File: src/rtl/mult_arbiter.sv
// ---------------------------------------------------------------------------
// mult_arbiter
//
// Purpose:
//   Shares one external WIDTH-bit shift-add multiplier datapath (A/B registers,
//   (WIDTH+1)-bit adder, X bit) between two requesters.
//   - Round-robin arbitration picks an owner.
//   - The owner's operands are latched and routed into the datapath.
//   - The datapath is then sequenced through these steps:
//     clear/load, WIDTH add/shift pairs, result capture, then a one-cycle done
//     pulse back to the owner.
//
// Configuration:
//   MULT_SIGNED_CORR_EN - when defined, the multiply is signed two's complement.
//                         The last add step becomes a subtract (dp_sub = dp_m).
//                         When undefined, the multiply is unsigned and dp_sub
//                         is tied to 0.
//
// Ports:
//   Clk       in   1        rising-edge clock
//   Reset     in   1        asynchronous active-high reset
//   req       in   2        per-requester request level, held until done seen
//   s0, b0    in   WIDTH    requester 0 multiplicand / multiplier
//   s1, b1    in   WIDTH    requester 1 multiplicand / multiplier
//   dp_m      in   1        datapath B[0], the current multiplier bit
//   dp_aval   in   WIDTH    datapath A register (upper half of the product)
//   dp_bval   in   WIDTH    datapath B register (lower half of the product)
//   dp_s      out  WIDTH    multiplicand routed to the datapath adder
//   dp_bin    out  WIDTH    multiplier routed to the datapath B load
//   dp_clr_ld out  1        clear A and X, load B from dp_bin
//   dp_add    out  1        A <= A + S
//   dp_sub    out  1        A <= A - S
//   dp_shift  out  1        arithmetic shift right of X:A:B
//   grant     out  2        one-hot owner, held from LOAD through DONE
//   done      out  2        one-cycle pulse to the owner when result is valid
//   result    out  2*WIDTH  {A,B} captured at the end of an operation
//   dbg_state out  3        current FSM state (state_e encoding)
//
// Handshake:
//   A requester raises req[i] and holds it until it sees done[i].
//   grant[i] tells it that its operands were taken. The operands are latched
//   when the arbiter leaves IDLE, so s/b may change freely once grant[i] is
//   high. req[i] still high in the cycle after done[i] counts as a new
//   request. A non-owner request simply waits and is served at the next IDLE.
// ---------------------------------------------------------------------------
module mult_arbiter #(
    parameter int WIDTH = 8
) (
    input  logic               Clk,
    input  logic               Reset,
    input  logic [1:0]         req,
    input  logic [WIDTH-1:0]   s0,
    input  logic [WIDTH-1:0]   b0,
    input  logic [WIDTH-1:0]   s1,
    input  logic [WIDTH-1:0]   b1,
    input  logic               dp_m,
    input  logic [WIDTH-1:0]   dp_aval,
    input  logic [WIDTH-1:0]   dp_bval,
    output logic [WIDTH-1:0]   dp_s,
    output logic [WIDTH-1:0]   dp_bin,
    output logic               dp_clr_ld,
    output logic               dp_add,
    output logic               dp_sub,
    output logic               dp_shift,
    output logic [1:0]         grant,
    output logic [1:0]         done,
    output logic [2*WIDTH-1:0] result,
    output logic [2:0]         dbg_state
);

    localparam int CW = (WIDTH > 1) ? $clog2(WIDTH) : 1;
    localparam logic [CW-1:0] LAST_STEP = CW'(WIDTH - 1);

    typedef enum logic [2:0] {
        S_IDLE    = 3'd0,
        S_LOAD    = 3'd1,
        S_ADD     = 3'd2,
        S_SHIFT   = 3'd3,
        S_CAPTURE = 3'd4,
        S_DONE    = 3'd5
    } state_e;

    state_e               state_q,      state_d;
    logic [CW-1:0]        cnt_q,        cnt_d;
    logic                 owner_q,      owner_d;
    logic                 last_owner_q, last_owner_d;
    logic [WIDTH-1:0]     s_q,          s_d;
    logic [WIDTH-1:0]     b_q,          b_d;
    logic [2*WIDTH-1:0]   result_q,     result_d;
    logic                 pick;

    // -----------------------------------------------------------------------
    // State registers
    // -----------------------------------------------------------------------
    // last_owner resets to 1 so that requester 0 wins the first contested
    // arbitration after reset.
    always_ff @(posedge Clk or posedge Reset) begin
        if (Reset) begin
            state_q      <= S_IDLE;
            cnt_q        <= '0;
            owner_q      <= 1'b0;
            last_owner_q <= 1'b1;
            s_q          <= '0;
            b_q          <= '0;
            result_q     <= '0;
        end else begin
            state_q      <= state_d;
            cnt_q        <= cnt_d;
            owner_q      <= owner_d;
            last_owner_q <= last_owner_d;
            s_q          <= s_d;
            b_q          <= b_d;
            result_q     <= result_d;
        end
    end

    // -----------------------------------------------------------------------
    // Next-state and output logic
    // -----------------------------------------------------------------------
    always_comb begin
        state_d      = state_q;
        cnt_d        = cnt_q;
        owner_d      = owner_q;
        last_owner_d = last_owner_q;
        s_d          = s_q;
        b_d          = b_q;
        result_d     = result_q;
        dp_clr_ld    = 1'b0;
        dp_add       = 1'b0;
        dp_sub       = 1'b0;
        dp_shift     = 1'b0;
        done         = 2'b00;

        // Contested: the requester that was not served last wins.
        // Uncontested: whichever one is asking wins.
        pick = (req[0] && req[1]) ? ~last_owner_q : req[1];

        case (state_q)
            S_IDLE: begin
                if (|req) begin
                    owner_d = pick;
                    // Operands are latched here, so later changes on the
                    // requester's inputs cannot disturb the operation.
                    s_d     = pick ? s1 : s0;
                    b_d     = pick ? b1 : b0;
                    cnt_d   = '0;
                    state_d = S_LOAD;
                end
            end

            S_LOAD: begin
                dp_clr_ld = 1'b1;
                state_d   = S_ADD;
            end

            S_ADD: begin
`ifdef MULT_SIGNED_CORR_EN
                // The multiplier's MSB carries negative weight in two's
                // complement, so the last partial product is subtracted.
                if (cnt_q == LAST_STEP) begin
                    dp_sub = dp_m;
                end else begin
                    dp_add = dp_m;
                end
`else
                dp_add = dp_m;
`endif
                state_d = S_SHIFT;
            end

            S_SHIFT: begin
                dp_shift = 1'b1;
                if (cnt_q == LAST_STEP) begin
                    cnt_d   = '0;
                    state_d = S_CAPTURE;
                end else begin
                    cnt_d   = cnt_q + CW'(1);
                    state_d = S_ADD;
                end
            end

            S_CAPTURE: begin
                result_d     = {dp_aval, dp_bval};
                last_owner_d = owner_q;
                state_d      = S_DONE;
            end

            S_DONE: begin
                done    = owner_q ? 2'b10 : 2'b01;
                state_d = S_IDLE;
            end

            default: begin
                state_d = S_IDLE;
            end
        endcase
    end

    // Grant and the operand routing are live for the whole operation
    // (LOAD through DONE) and parked at zero in IDLE.
    always_comb begin
        grant  = 2'b00;
        dp_s   = '0;
        dp_bin = '0;
        if (state_q != S_IDLE) begin
            grant  = owner_q ? 2'b10 : 2'b01;
            dp_s   = s_q;
            dp_bin = b_q;
        end
    end

    assign result    = result_q;
    assign dbg_state = state_q;

endmodule
File: config.mk
export PLATFORM = sky130hd
export DESIGN_NAME = mult_arbiter
export DESIGN_NICKNAME = d
export VERILOG_FILES = /design/src/rtl/mult_arbiter.sv
export SDC_FILE = /design/constraint.sdc
export NUM_CORES = 1
export LEC_CHECK = 0
export ABC_CLOCK_PERIOD_IN_PS = 2400
export CORE_MARGIN = 10
export CORE_UTILIZATION = 30
export DETAILED_ROUTE_END_ITERATION = 10
export PLACE_DENSITY = 0.66
export SYNTH_ARGS = -nofsm -noshare
export SYNTH_HDL_FRONTEND = slang
export SYNTH_SLANG_ARGS = --single-unit
File: constraint.sdc
create_clock -name Clk -period 2.4 [get_ports Clk]
set_clock_uncertainty 0.15 [all_clocks]
set_input_delay 0.72 -clock Clk [delete_from_list [all_inputs] [get_ports Clk]]
set_output_delay 0.72 -clock Clk [all_outputs]
set_load 0.02 [all_outputs]
# Word-level counts from Yosys, hierarchy flattened
# Index checks and enable logic that the tools add are counted.
[word_totals]
word_cells = 40
register_bits = 40
inputBits = 53
output_inout_bits = 43
[classes]
n_mux = 17
n_bitwise = 1
n_reduce_logical = 7
addsub = 1
n_eq_ne = 7
[op_table]
columns = ["cell", "n"]
rows = [
  ["$mux 8", 4],
  ["$pmux 3 s5", 1],
  ["$mux 3", 4],
  ["$eq 3x3->1 const B", 3],
  ["$eq 3x2->1 const B", 2],
  ["$mux 2", 3],
  ["$pmux 3 s2", 1],
  ["$mux 1", 4],
  ["$reduce_and 2->1", 2],
  ["$add 3x1->3 const B", 1],
  ["$eq 3x1->1 const B", 1],
  ["$logic_not 3->1", 1],
  ["$reduce_bool 3->1", 1],
  ["$ne 2x2->1 const B", 1],
  ["$reduce_bool 2->1", 1],
  ["$reduce_or 2->1", 1],
  ["$logic_and 1x1->1", 1],
  ["$not 1->1", 1],
]

# Depth between registers and ports, before layout
# Gate-level depths: netlist of the first run.
[logic_depth]
word_depth = 3
depth_mapped = 6
ltp_nobuf = 4

# Least setup slack after synthesis of the first run
# Ideal clock, no wire load.
[synth_path]
kind = "register -> output"
startpoint = "register state_q[0], in the netlist dbg_state[0]"
endpoint = "output done[0]"
n_path_buf = 1
stages_incl_launch_ff = 3
slack_ns = 0.121
arrival_ns = 1.409
required_ns = 1.530
path_cell_list = "dfrtp_1 buf_2 nor4bb_1"
[synth_via]
elab_chain_len = 2
[synth_rtl]
columns = ["element", "line_no", "rtl"]
rows = [
  ["from (decl)", "83", "state_e state_q, state_d;"],
  ["from (signal assigned)", "107", "state_q <= state_d;"],
  ["$eq 3x3->1", "138", "case (state_q)"],
  ["$mux 2", "138", ""],
  ["to (decl)", "66", "output logic [1:0] done,"],
]
# Every way passes these cells.

# Final worst setup path of the first run
[layout_path]
startpoint = "register state_q[0], in the netlist dbg_state[0]"
endpoint = "output dbg_state[0]"
[layout_lines]
columns = ["element", "line_no", "rtl"]
rows = [
  ["to (decl)", "68", "output logic [2:0] dbg_state"],
]
# No word-level cell between the ends.

==> results of run 1 <==
[cell families (layout without fill, tap and decap cells)]
logic type / count (synthesis) / in the layout / synth area share [%]
buffers and inverters: 16 / 125 / 5.192
flip-flops: 40 / 40 / 51.98
other: 1 / 1 / 0.1945
AND/OR/NAND/NOR: 37 / 37 / 12.59
multiplexers: 17 / 17 / 9.928
AO/OA/AOI/OAI: 41 / 41 / 18.82
adder cells (fa/ha/maj): 2 / 2 / 1.298
[flip-flops by register name (all words and copies together), names as in the netlist]
register / cells
result: 16
b_q: 8
s_q: 8
cnt_q: 3
dbg_state: 3
last_owner_q: 1
owner_q: 1
[worst paths after layout]
check                                     to  slack, ns  cells past startpoint
worst min-delay path              result[11]       0.36                      1
worst min register to register    result[11]       0.36                      1
worst max register to register        s_q[3]       0.44                      5
max in group asynchronous             s_q[4]       1.11                      3
worst max-delay path            dbg_state[0]       0.06                      2
min in group asynchronous             s_q[7]       0.55                      2
[area by class of cell]
type                    count  area share [%]
repair buffers            115           34.80
flip-flops and latches     40           32.16
multi-input cells          98           26.75
well taps                  77           3.084
clock buffers               6           2.643
clock inverters             2          0.3204
inverters                   2          0.2403
[layout by cell type, fill, tap and decap left out, types with 2 or more instances in the layout]
cell type        synthesis  routed
clkbuf_8                 0       6
o221a_2                  6       6
clkdlybuf4s50_1          0      69
a21o_1                  17      17
clkinv_2                 0       2
o221a_1                 10      10
mux2_2                  17      17
o2bb2ai_1                2       2
a31oi_1                  2       2
dfrtp_1                 39      37
nand3_2                  2       2
nor2b_1                 17      17
dlymetal6s2s_1           0       2
ha_1                     2       2
buf_4                    4      26
nand2_1                  5       5
dfrtp_2                  0       2
buf_2                    8      10
[stage by stage]
| step | setup slack [ns] | hold slack (ns) | power [uW] |
|---|---|---|---|
| floorplan | 0.1214 | 0.3596 | 2241 |
| global placement | -0.4372 | 0.3399 | 3193 |
| detailed placement | -0.5021 | 0.3450 | 3231 |
| CTS | -0.008353 | 0.3642 | 3686 |
| global route | -0.01680 | 0.3788 | 3861 |
| finish | 0.05999 | 0.3585 | 3612 |
[worst reg2reg max path, delay by kind of cell, from the launching register on]
| kind | cells | cell delay [ns] |
|---|---|---|
| compound gates | 1 | 0.42 |
| simple gates | 2 | 0.56 |
| flops | 1 | 0.46 |
| buf+inv | 2 | 0.26 |
[layer usage]
| metal | part of all wire [%] | routed length [um] | vias up |
|---|---|---|---|
| li1 | - | - | 779 |
| met1 | 39 | 2404 | 834 |
| met2 | 52 | 3166 | 50 |
| met3 | 7.6 | 465 | 8 |
| met4 | 1.3 | 81 | 0 |
| met5 | 0 | 0 | - |
[power by group through the flow]
stage | combinational (uW) | clock, uW | sequential, uW
floorplan | 1070 | 0 | 1170
global route | 2210 | 516 | 1130
finish | 2040 | 472 | 1100
global placement | 2100 | 0 | 1090
detailed placement | 2120 | 0 | 1110
CTS | 2100 | 488 | 1100
[timing repair]
| item | 4_1_cts | 5_1_grt |
|---|---|---|
| endpoints found under the setup margin | 23 | 14 |
| resized for setup | 97 | 6 |
| pin swaps | 1 | 3 |
| gates cloned | 2 | 0 |
| buffers inserted | 4 | 1 |
==> impl_metrics.json, run 1 <==
{
  "status": "completed",
  "pwr-share-seq_pct": 30.5,
  "busiest_layer": "met2",
  "synthCells": 154,
  "synth_area_leader_cell": "dfrtp_1",
  "syn_area_um2": 1928,
  "min_period_ns": 2.340,
  "synth.avg_cell_area_um2": 12.52,
  "hold_class": "reg2reg",
  "crit_fanout": 4,
  "root_buffer": "clkbuf_8",
  "hold_viol": 0,
  "ys_types": 32,
  "ir_drop_uv": 577.7,
  "p_leak_uw": 0.001459,
  "rsz0062_at_grt": "yes",
  "yosysSeqAreaShare_pct": 51.98,
  "row_count": 29,
  "ant_nets": 0,
  "ys_ff_latch": 40,
  "grt-ovfl-total": 0,
  "setup_violations": 0,
  "wl_um": 6117,
  "design.core.area_um2": 6314,
  "cp_cell_sequence": "buf_4 > clkdlybuf4s50_1",
  "placed_cell_area_um2": 3023,
  "path_clk_slew_ns": 0.08,
  "yosysMostFrequentCell": "dfrtp_1",
  "p_clk_share_pct": 13.1,
  "use_met3_pct": 4.670,
  "critPathLaunch": "dbg_state[0]",
  "cts_tree": "done",
  "synthTopCellsByCount": "39 x dfrtp_1, 17 x a21o_1, 17 x mux2_2, 17 x nor2b_1, 10 x o221a_1",
  "synth_flop_cell": "dfrtp_1",
  "drt-initial-drc-count": 54,
  "max_stage_delay_ns": 0.60,
  "io_pins": 96,
  "final-max-slew-violation-count": 0,
  "die-area_um2": 10030,
  "cp.buffers_inverters": 2,
  "vias": 1671,
  "drc": 0,
  "crit_type": "reg2out",
  "crit_family": "buffers and inverters",
  "routed_via_density": 4.915,
  "p_sw_uw": 1374,
  "synthTopCellsByArea": "dfrtp_1 51%, mux2_2 9.9%, a21o_1 6.6%",
  "dieWidth_um": 100.2,
  "post-route-util_pct": 49.48,
  "multiInputGateArea_um2": 835.8,
  "yosysWarnings": 0,
  "wl_per_cell_um": 17.99,
  "crit_arrival_ns": 1.47,
  "place.gp.congestion": 0.6877,
  "p_per_area_nw_per_um2": 1156,
  "use_met2_pct": 19.98,
  "placedCellCount": 327,
  "track_usage_pct": 11.92,
  "fmax_mhz": 427.3,
  "grt_max_degree": 20,
  "die_h_um": 100.2,
  "rr_startpoint": "dbg_state[1]",
  "antenna_found_initial": 0,
  "fillers": 596,
  "stdcell_area_um2": 3124,
  "area_growth_pct": 62.04,
  "cts_buffers": 5,
  "min_period_over_period_pct": 97.50,
  "drive_above_1_share_pct": 31.56,
  "final_cell_count_no_fill": 340,
  "worstPathRequired_ns": 1.53,
  "num_antenna_cells": 0,
  "syn-num-nets": 209,
  "clk_latency_ns": 0.30,
  "start_kind": "flop",
  "critPathSlowestCell": "clkdlybuf4s50_1",
  "start_util_pct": 30.54,
  "final.setup.tns_ns": 0,
  "drv_cap": 0,
  "share_comb_of_total_power_pct": 56.5,
  "end_kind": "output port",
  "use_met1_pct": 13.42,
  "seq_area_um2": 1005,
  "synth_top_area_share_pct": 50.62,
  "p_int_uw": 2238,
  "synthArstFlopShare_pct": 100.0,
  "io_buffers": 94,
  "cts_max_level": 2,
  "p_sw_share_pct": 38.04,
  "hold_start": "result[11]",
  "synth-edff-count": 0,
  "nets": 317,
  "dr.pass1.iters": 4,
  "hpwl_um": 4341,
  "cts.sink_count": 40,
  "clockBufferDepth": 2,
  "first_global_vias": 1821,
  "postCtsHoldBufs": 0,
  "grt_pass1_wl_um": 9453
}
Note: power is estimated with default switching activity, not from simulation.
==> inputs of run 2 (changes only) <==
Settings changed: CAP_MARGIN set to 25, RECOVER_POWER set to 25.
==> run 2 against run 1 <==
Non-clock buffer count unchanged. Sequential cell count stayed put. Die area unchanged. Critical path depth did not move. Final area down 0.48%. Register-to-register slack about the same. Utilization fell by 0.24 points. Largest power group unchanged. Clock power hardly changed. Combinational power about the same. Sequential share of layout area rose by 0.16 points.
==> impl_metrics.json, run 2 (same netlist as run 1, synthesis figures left out) <==
{
  "worstRegToRegCells": 5,
  "clockBufferDepth": 2,
  "largest_reg_flops": 16,
  "track_usage_pct": 11.92,
  "setup_violations": 0,
  "final_cell_mix": "68 x clkdlybuf4s50_1, 37 x dfrtp_1, 26 x buf_4",
  "status": "completed",
  "fillers": 598,
  "tightest_slew_ns": 0.5757,
  "io_buffers": 94,
  "cts_buffers": 5,
  "final_common_cell": "clkdlybuf4s50_1",
  "ant_nets": 0,
  "relSlewSlack_pct": 61.58,
  "hold_viol": 0,
  "min_period_ns": 2.341,
  "area_growth_pct": 61.26,
  "row_count": 29,
  "crit_type": "reg2out",
  "p_per_area_nw_per_um2": 1160,
  "final-max-slew-violation-count": 0,
  "routed_via_density": 4.921,
  "rr_startpoint": "dbg_state[1]",
  "worstPathRequired_ns": 1.53,
  "root_buffer": "clkbuf_8",
  "cts.sink_count": 40,
  "wl_um": 6097,
  "drt-initial-drc-count": 57,
  "holdPathEnd": "result[11]",
  "grt-ovfl-total": 0,
  "hold_start": "result[11]",
  "grt_max_degree": 20,
  "crit_fanout": 4,
  "place.gp.congestion": 0.6877,
  "start_kind": "flop",
  "start_util_pct": 30.54,
  "die-area_um2": 10030,
  "wl_per_cell_um": 17.93,
  "antenna_found_initial": 0,
  "cts_tree": "done",
  "design.core.area_um2": 6314,
  "drc": 0,
  "placedCellCount": 327,
  "grt_pass1_wl_um": 9453,
  "io_pins": 96,
  "total_power_uw": 3608,
  "first_global_vias": 1821,
  "ir_drop_uv": 576.6,
  "vias": 1673,
  "stdcell_area_um2": 3109,
  "p_leak_uw": 0.001456,
  "crit_arrival_ns": 1.47,
  "fmax_mhz": 427.1,
  "drive_above_1_share_pct": 31.18,
  "nets": 317,
  "num_antenna_cells": 0,
  "die_h_um": 100.2,
  "clk_latency_ns": 0.30,
  "cts_max_level": 2,
  "end_kind": "output port",
  "dieWidth_um": 100.2,
  "placed_cell_area_um2": 3023,
  "final_cell_count_no_fill": 340,
  "rrSetupSlack_ns": 0.43,
  "dr.pass1.iters": 4,
  "path_clk_slew_ns": 0.08,
  "hold_class": "reg2reg",
  "drv_cap": 0,
  "min_period_over_period_pct": 97.55,
  "hpwl_um": 4341,
  "rsz0062_at_grt": "yes",
  "whs_path_depth": 1,
  "worstReg2RegEnd": "s_q[3]",
  "post-route-util_pct": 49.25
}
[run 2: cell types whose count changed in the layout (fill, tap and decap cells not counted), sizes merged]
cell	change
dlygate4sd3	+1
buf	-1
clkbuf	+1
clkdlybuf4s50	-1
[run 2: repair_timing]
item	4_1_cts	5_1_grt
gates resized for setup	97	6
endpoints found under the setup margin	23	14
hold buffers	0	0
setup buffers	4	1
pin swaps	1	3
cloned	2	0
[run 2: worst max-delay path: stages (launching register included)]
cell,delay (ns)
dfrtp_2,0.43
buf_4,0.14
clkdlybuf4s50_1,0.60
[run 2: area by class of cell]
cell class              instances  area (um2)  share of cell area, %
well taps                      77       96.34                  3.099
repair buffers                115        1072                  34.49
flip-flops and latches         40        1005                  32.31
clock buffers                   6       82.58                  2.656
multi-input cells              98       835.8                  26.88
clock inverters                 2       10.01                 0.3219
inverters                       2       7.507                 0.2414
[run 2: worst max path at each step]
stage	start	endpoint	slack, ns
2_1_floorplan	dbg_state[0]	done[0]	0.12
5_1_grt	dbg_state[1]	dp_bin[7]	-0.02
6_report	dbg_state[0]	dbg_state[0]	0.06
4_1_cts	dp_m	dp_add	-0.008
3_3_place_gp	dp_m	dp_add	-0.44
3_5_place_dp	dp_m	dp_add	-0.50
[run 2: layer usage]
layer | share of wire, % | track usage (%)
met1 | 40 | 13.42
met3 | 7.8 | 4.670
met2 | 51 | 19.98
met4 | 1.0 | 4.239
met5 | 0 | 0
[run 2: per-stage QoR]
stage               hold WS [ns]  setup TNS, ns  setup slack, ns
global placement          0.3399        -0.4372          -0.4372
floorplan                 0.3596              0           0.1214
CTS                       0.3642       -0.04060        -0.008353
global route              0.3788       -0.05698         -0.01680
finish                    0.3586              0          0.05874
detailed placement        0.3450        -0.5021          -0.5021
[run 2: report_power, final]
part	total [uW]	internal [uW]	switching, uW	leakage (uW)
logic	2040	1060	974	0.000907
registers	1100	944	156	0.000498
clock network	472	230	243	0.0000510
